<file path="config.mk">
export PLATFORM = sky130hd
export DESIGN_NAME = instr_byte_aligner
export DESIGN_NICKNAME = d
export VERILOG_FILES = /design/src/rtl/instr_byte_aligner_pkg.sv /design/src/rtl/instr_byte_aligner_rotate.sv /design/src/rtl/instr_byte_aligner.sv
export SDC_FILE = /design/constraint.sdc
export NUM_CORES = 2
export LEC_CHECK = 0
export CAP_MARGIN = 20
export CORE_MARGIN = 1
export CORE_UTILIZATION = 40
export CTS_CLUSTER_DIAMETER = 150
export CTS_CLUSTER_SIZE = 24
export DETAILED_ROUTE_END_ITERATION = 10
export PLACE_DENSITY = 0.59
export SKIP_CTS_REPAIR_TIMING = 1
export SLEW_MARGIN = 30
export SYNTH_ARGS = -nofsm -noshare
export SYNTH_HDL_FRONTEND = slang
export SYNTH_SLANG_ARGS = --single-unit
</file>
<file path="constraint.sdc">
create_clock -name clk -period 10.83 [get_ports clk]
set_clock_uncertainty 0.05 [all_clocks]
set_input_delay 2.166 -clock clk [delete_from_list [all_inputs] [get_ports clk]]
set_output_delay 2.166 -clock clk [all_outputs]
set_load 0.01 [all_outputs]
</file>
<file path="src/rtl/instr_byte_aligner_pkg.sv">
// Shared constants and types for the instruction byte aligner and its rotator.
package instr_byte_aligner_pkg;

    localparam int LINE_BYTES     = 16;
    localparam int RING_BYTES     = 2 * LINE_BYTES;
    localparam int MAX_INSN_BYTES = 15;

    // Byte-lane index into the 32-byte ring; arithmetic wraps mod 32 for free.
    typedef logic [4:0] lane_idx_t;
    typedef logic [5:0] byte_count_t;

endpackage

</file>
<file path="src/rtl/instr_byte_aligner_rotate.sv">
// byte_rotate32x16: combinational selector of 16 consecutive bytes (mod 32) from a
// 32-byte source, starting at lane sel. Used for both read-window and write steering.
module byte_rotate32x16
    import instr_byte_aligner_pkg::*;
(
    input  logic [8*RING_BYTES-1:0] src,
    input  lane_idx_t               sel,
    output logic [8*LINE_BYTES-1:0] dst
);

    for (genvar gi = 0; gi < LINE_BYTES; gi++) begin : g_lane
        lane_idx_t idx;
        assign idx = sel + lane_idx_t'(gi);
        assign dst[8*gi +: 8] = src[{idx, 3'b000} +: 8];
    end

endmodule

</file>
<file path="src/rtl/instr_byte_aligner.sv">
// Fetch-side instruction byte queue: 32-byte ring presenting a 16-byte decode window.
// Optional INSTR_ALIGNER_STALL_CNT_EN adds a saturating stall_cycles counter output.
module instr_byte_aligner
    import instr_byte_aligner_pkg::*;
(
    input  logic                    clk,
    input  logic                    reset,
    input  logic                    fetch_valid,
    output logic                    fetch_ready,
    input  logic [8*LINE_BYTES-1:0] fetch_line,
    input  logic [3:0]              fetch_offset,
    input  logic                    flush,
    output logic [8*LINE_BYTES-1:0] window,
    output logic                    window_valid,
    input  logic                    consume_valid,
    input  logic [3:0]              consume_len,
    output logic                    consume_err
`ifdef INSTR_ALIGNER_STALL_CNT_EN
    ,
    output logic [15:0]             stall_cycles
`endif
);

    logic [7:0]  ring_reg [RING_BYTES];
    lane_idx_t   head_reg, head_next;
    lane_idx_t   tail_reg, tail_next;
    byte_count_t count_reg, count_next;
    logic        err_reg, err_next;

    logic [4:0]              push_len;
    logic                    push_fire;
    logic                    consume_ok;
    logic                    consume_fire;
    logic                    consume_bad;
    logic [8*RING_BYTES-1:0] ring_flat;
    logic [8*RING_BYTES-1:0] line_dup;
    logic [8*LINE_BYTES-1:0] line_shift;
    logic [8*LINE_BYTES-1:0] window_raw;
    logic [RING_BYTES-1:0]   wr_en;
    logic [8*RING_BYTES-1:0] wr_data;

    // Status comes only from registered count, so consume_* never reaches these outputs.
    assign window_valid = (count_reg >= byte_count_t'(LINE_BYTES));
    assign fetch_ready  = (count_reg <= byte_count_t'(LINE_BYTES)) && !flush;
    assign consume_err  = err_reg;

    assign push_len     = 5'd16 - {1'b0, fetch_offset};
    assign push_fire    = fetch_valid && fetch_ready;
    assign consume_ok   = window_valid && (consume_len != 4'd0)
                          && ({1'b0, consume_len} <= 5'(MAX_INSN_BYTES));
    assign consume_fire = consume_valid && !flush && consume_ok;
    assign consume_bad  = consume_valid && !flush && !consume_ok;

    // Write steering: rotate the line so its first kept byte lands in lane 0,
    // then each ring slot picks its lane by distance from tail.
    assign line_dup = {fetch_line, fetch_line};

    byte_rotate32x16 u_write_rotate (
        .src (line_dup),
        .sel ({1'b0, fetch_offset}),
        .dst (line_shift)
    );

    for (genvar gi = 0; gi < RING_BYTES; gi++) begin : g_slot
        lane_idx_t rel;
        assign rel                 = lane_idx_t'(gi) - tail_reg;
        assign wr_en[gi]           = push_fire && (rel < push_len);
        assign wr_data[8*gi +: 8]  = line_shift[{rel[3:0], 3'b000} +: 8];
        assign ring_flat[8*gi +: 8] = ring_reg[gi];
    end

    byte_rotate32x16 u_read_rotate (
        .src (ring_flat),
        .sel (head_reg),
        .dst (window_raw)
    );

    // Ring storage is never cleared, so stale bytes are hidden when empty.
    assign window = (count_reg == '0) ? '0 : window_raw;

    always_comb begin
        head_next  = head_reg;
        tail_next  = tail_reg;
        count_next = count_reg;
        err_next   = err_reg || consume_bad;
        if (flush) begin
            head_next  = '0;
            tail_next  = '0;
            count_next = '0;
        end else begin
            if (push_fire) begin
                tail_next = tail_reg + push_len;
            end
            if (consume_fire) begin
                head_next = head_reg + {1'b0, consume_len};
            end
            count_next = count_reg
                       + (push_fire    ? {1'b0, push_len}    : byte_count_t'(0))
                       - (consume_fire ? {2'b0, consume_len} : byte_count_t'(0));
        end
    end

    always_ff @(posedge clk) begin
        if (reset) begin
            head_reg  <= '0;
            tail_reg  <= '0;
            count_reg <= '0;
            err_reg   <= 1'b0;
        end else begin
            head_reg  <= head_next;
            tail_reg  <= tail_next;
            count_reg <= count_next;
            err_reg   <= err_next;
        end
    end

    always_ff @(posedge clk) begin
        for (int j = 0; j < RING_BYTES; j++) begin
            if (wr_en[j]) begin
                ring_reg[j] <= wr_data[8*j +: 8];
            end
        end
    end

`ifdef INSTR_ALIGNER_STALL_CNT_EN
    logic [15:0] stall_reg;

    always_ff @(posedge clk) begin
        if (reset || flush) begin
            stall_reg <= '0;
        end else if (!window_valid && (stall_reg != 16'hFFFF)) begin
            stall_reg <= stall_reg + 16'd1;
        end
    end

    assign stall_cycles = stall_reg;
`endif

endmodule

</file>
Word level (Yosys, flattened, before mapping)
Memory sizes are Yosys's and may differ from the RTL's.
Index checks and enable logic that the tools add are counted.
{ "totals": {"register_bits": 17, "latchBits": 0, "mem_count": 1, "mem_bits_rw": 256, "inputBits": 141, "elab_cells": 345, "rom_bits": 0} }
{ "op_classes": {"n_eq_ne": 0, "mux": 115, "div": 0, "addsub": 67, "multipliers": 0, "reduce_logical": 60, "n_bitwise": 0, "order_cmp": 34, "shift": 64} }
{ "memory_table": {"columns": ["memory", "words", "width", "read_ports", "rd_clocked_by_memory_dff", "wr", "line_no", "source"], "rows": [
  ["ring_reg", 32, 8, 32, 0, 16, "instr_byte_aligner.sv:24", "logic [7:0] ring_reg [RING_BYTES];"]
]} }
{ "op_table": {"columns": ["op", "n"], "rows": [
  ["256-bit by 9-bit indexed part select with 8-bit output", 31],
  ["128-bit by 8-bit indexed part select with 8-bit output", 32],
  ["256-bit by 8-bit indexed part select with 8-bit output", 1],
  ["5-bit less-than comparator", 32],
  ["128-bit two-way mux", 1],
  ["8-bit two-way mux", 16],
  ["8-bit OR reduction", 16],
  ["5-bit two-way mux", 17],
  ["1-bit two-way mux", 80],
  ["5-bit subtractor (first input constant)", 16],
  ["4-bit by 4-bit adder with 5-bit output (second input constant)", 8],
  ["5-bit by 4-bit adder with 5-bit output (second input constant)", 8],
  ["4-bit by 5-bit subtractor with 5-bit output (first input constant)", 8],
  ["1-bit logical AND", 38],
  ["4-bit by 3-bit adder with 5-bit output (second input constant)", 4],
  ["5-bit by 3-bit adder with 5-bit output (second input constant)", 4],
  ["3-bit by 5-bit subtractor with 5-bit output (first input constant)", 4],
  ["4-bit by 2-bit adder with 5-bit output (second input constant)", 2],
  ["5-bit by 2-bit adder with 5-bit output (second input constant)", 2],
  ["1-bit by 5-bit subtractor with 5-bit output (first input constant)", 2],
  ["2-bit by 5-bit subtractor with 5-bit output (first input constant)", 2],
  ["6-bit by 5-bit adder with 6-bit output", 1],
  ["6-bit by 5-bit >= comparator with 1-bit output (second input constant)", 1],
  ["6-bit by 5-bit less-or-equal comparator with 1-bit output (second input constant)", 1],
  ["other kinds (12)", 13]
]} }

Depth between registers and ports, before layout
{ "depth": {"ltp_word": 8, "mapped_depth": 16, "ltp_nobuf": 14} }

Modules after synthesis
From an unflattened synthesis, not the netlist that was laid out.
{ "hier_totals": {"hier_cells": 4690, "area_unflattened_um2": 48785.5} }
{ "modules_own_cells": {"columns": ["mod", "n_inst", "seq_area_each_um2", "area_per_inst_um2", "cells_each"], "rows": [
  ["instr_byte_aligner", 1, 8027.7, 17825.8, 1139],
  ["byte_rotate32x16 at u_write_rotate", 1, 0.0, 15995.3, 1832],
  ["byte_rotate32x16 at u_read_rotate", 1, 0.0, 14964.4, 1719]
]} }

Least setup slack after synthesis
OpenSTA, ideal clock, no wires.
{ "synth_path": {"path_type": "input to register", "start": "in fetch_offset[0]", "end": "mem ring_reg[15][0], in the netlist ring_reg[0][120], enable pin", "stages": 9, "setup_ps": 386, "n_path_buf": 4, "slack_ps": 4988, "arrival_time_ps": 5406, "cell_sequence": "buf_2 > buf_4 > buf_2 > clkbuf_1 > nor3_1 > xor2_1 > ha_1 > a21o_1 > a211oi_1"} }
{ "synth_rtl": {"columns": ["element", "line_no", "source"], "rows": [
  ["start, declared", "instr_byte_aligner.sv:11", "input logic [3:0] fetch_offset,"],
  ["end, declared", "instr_byte_aligner.sv:24", null]
]} }

Worst setup path in the final report
{ "layout_path": {"start": "reg head_reg[0]", "end": "out window[74]"} }
{ "layout_between": {"elab_chain_len": 3} }
{ "layout_lines": {"columns": ["element", "line_no", "source"], "rows": [
  ["start, declared", "instr_byte_aligner.sv:25", "lane_idx_t head_reg, head_next;"],
  ["start signal, assigned", "instr_byte_aligner.sv:110", "head_reg <= head_next;"],
  ["5-bit by 4-bit adder with 5-bit output", "instr_byte_aligner_rotate.sv:13", "assign idx = sel + lane_idx_t'(gi);"],
  ["256-bit by 9-bit indexed part select with 8-bit output", "instr_byte_aligner_rotate.sv:14", "assign dst[8*gi +: 8] = src[{idx, 3'b000} +: 8];"],
  ["128-bit two-way mux", "instr_byte_aligner.sv:79", "assign window = (count_reg == '0) ? '0 : window_raw;"],
  ["end, declared", "instr_byte_aligner.sv:13", "output logic [8*LINE_BYTES-1:0] window,"]
]} }
Every way passes these cells.

==> reports/qor.yml <==
status: "finished, final reports clean"
seq_area_frac_synth_pct: 23.10
placementRows: 107
p_leak_nw: 13.21
synth_cell_types: 37
worst_pin_slew_ns: 1.029
synth-edff-count: 256
slew_headroom_pct: 31.06
hp-class: "register to register"
synth_commonest_cells: "mux4_2, a22oi_1, mux2i_1, edfxtp_1, nand2_1"
die_w_um: 296.8
grt_pass1_vias: 27120
start_util_pct: 40.62
max_cap_violations: 0
dr.pass1.iters: 6
netlist_instances: 2721
path_class: "register to output port"
synth-async-reset-ratio_pct: 0
tns_ns: 0
drtIter0Drc: 4615
cp-end-kind: "output port"
hold_viol: 0
post-synth-top-area-cell: "mux4_2"
via_per_inst: 7.332
drv_slew: 0
synthSimpleGateAreaFrac_pct: 4.850
grt.total_usage_pct: 29.23
clockRootBuffer: "clkbuf_16"
avgSynthCellArea_um2: 12.77
clk_latency_ns: 0.50
globalplace.congestion: 0.9859
synth_mux_area_share_pct: 50.78
cp-start-kind: "register"
drive_gt1_share_pct: 28.28
synth_fa_ha_area_share_pct: 4.090
hold_ws_ns: 0.4664
vias: 29202
ant_nets: 0
grt_max_degree: 149
hp-start: "consume_err"
path_clk_slew_ns: 0.12
cts_tree: "yes"
io_buffers: 271
irDropWorstVdd_v: 0.0001437
antenna_cells: 0
layout_min_cycle_time_ns: 7.307
powerDensity_mw_per_mm2: 145.1
cts.sinks: 273
core_mm2: 0.08555
antenna_found_initial: 2
dieArea_mm2: 0.08806
synth_top_family_by_area: "multiplexers"
ys.flop_type: "edfxtp_1"
cts_max_level: 1
crit_path_start: "head_reg[0]"
crit_required_ns: 8.61
drt-total-wl_mm: 132.7
nets: 3087
drc: 0
fmax_mhz: 136.9
largest_register_ffs: 256
synth_xor_area_share_pct: 1.512
ys_ff_latch: 273
crit_fanout: 87
synth.most_common_cell: "mux4_2"
r2r_start: "tail_reg[2]"
syn-cell-area_mm2: 0.03475
syn-num-nets: 2972
yosys.area.top_type_share_pct: 41.48
rsz0062_at_grt: "false"
clock_path_buffers: 3
cts_made_buffers: 15
hpwl_mm: 106.7
area_growth_pct: 13.22
min_period_over_period_pct: 67.47
grt_overflow: 0
grt_first_pass_wirelength_mm: 192.2
cp.arrival_ns: 5.09
route.detailed.wl_per_inst_um: 33.31
synth_area_leaders: "mux4_2, edfxtp_1, mux2i_1, a22oi_1, ha_1"
synth_compound_area_share_pct: 11.77
final-setup-viol-count: 0
yosysWarnings: 0
die_y_um: 296.8
io_pins: 272
-- worst max-delay path, stage by stage, from the launching register on --
cell and delay [ns]:
dfxtp_4 0.93, buf_12 0.46, buf_16 0.45, buf_6 0.66
mux4_2 0.61, mux2i_1 0.35, mux4_2 0.35, nor2_1 0.06
clkdlybuf4s50_1 0.51
-- cells by family after synthesis --
| family | after synthesis |
|---|---|
| AO/OA/AOI/OAI | 553 |
| XOR/XNOR | 60 |
| adder cells (fa/ha/maj) | 110 |
| buffers and inverters | 321 |
| flip-flops | 273 |
| multiplexers | 963 |
| AND/OR/NAND/NOR | 441 |
-- placed cells by master, fill, tap and decap left out, types with 32 or more instances in the layout --
cell type | Yosys | routed
nor2_1 | 186 | 166
buf_4 | 3 | 72
inv_1 | 57 | 57
mux4_2 | 640 | 640
nand2_1 | 243 | 242
edfxtp_1 | 256 | 256
clkdlybuf4s50_1 | 0 | 267
a211oi_1 | 35 | 35
mux2i_1 | 323 | 323
ha_1 | 104 | 102
a22oi_1 | 400 | 400
o211ai_1 | 32 | 32
-- per-stage QoR --
| step | setup WS, ns | total power [mW] | cell area [um^2] | utilization (%) | cells |
|---|---|---|---|---|---|
| 3_3_place_gp | 3.891 | 4.949 | 38710 | 45.25 | 3960 |
| 6_report | 3.523 | 5.710 | 39350 | 45.99 | 3983 |
| 4_1_cts | 3.241 | 5.648 | 39290 | 45.92 | 3982 |
| 5_1_grt | 3.182 | 5.932 | 39350 | 45.99 | 3983 |
| 3_5_place_dp | 3.823 | 5.058 | 38870 | 45.44 | 3962 |
| 2_1_floorplan | 4.988 | 3.508 | 34750 | - | 2721 |
-- path summary, 6_finish.rpt --
check        depth (start not counted)  slack [ns]               end
max                                  8        3.52        window[74]
min                                  2        0.47       consume_err
min reg2reg                          2        0.47       consume_err
max reg2reg                          8        6.72  ring_reg[1][110]
-- final cells by class --
type,count,area [um^2]
Clock buffer,18,386.6
Clock inverter,2,25.02
Fill cell,7469,46200
Inverter,67,251.5
Multi-Input combinational cell,2127,25800
Sequential cell,273,8038
Tap cell,1144,1431
Timing Repair Buffer,352,3417
-- where the power goes --
part           switching [mW]  leakage [nW]  internal, mW
registers               0.132          2.48          1.36
clock network           0.341         0.200         0.261
logic                    2.02          10.5          1.59
-- routing by layer --
layer / vias up / GRT usage, % / wire [um]
met5: - / 0 / 0
met4: 0 / 7.525 / 3622
met3: 176 / 6.064 / 16390
met2: 2311 / 43.85 / 58730
met1: 14987 / 43.01 / 53950
li1: 11728 / - / -
No activity file was read; power rests on OpenSTA's default activity.
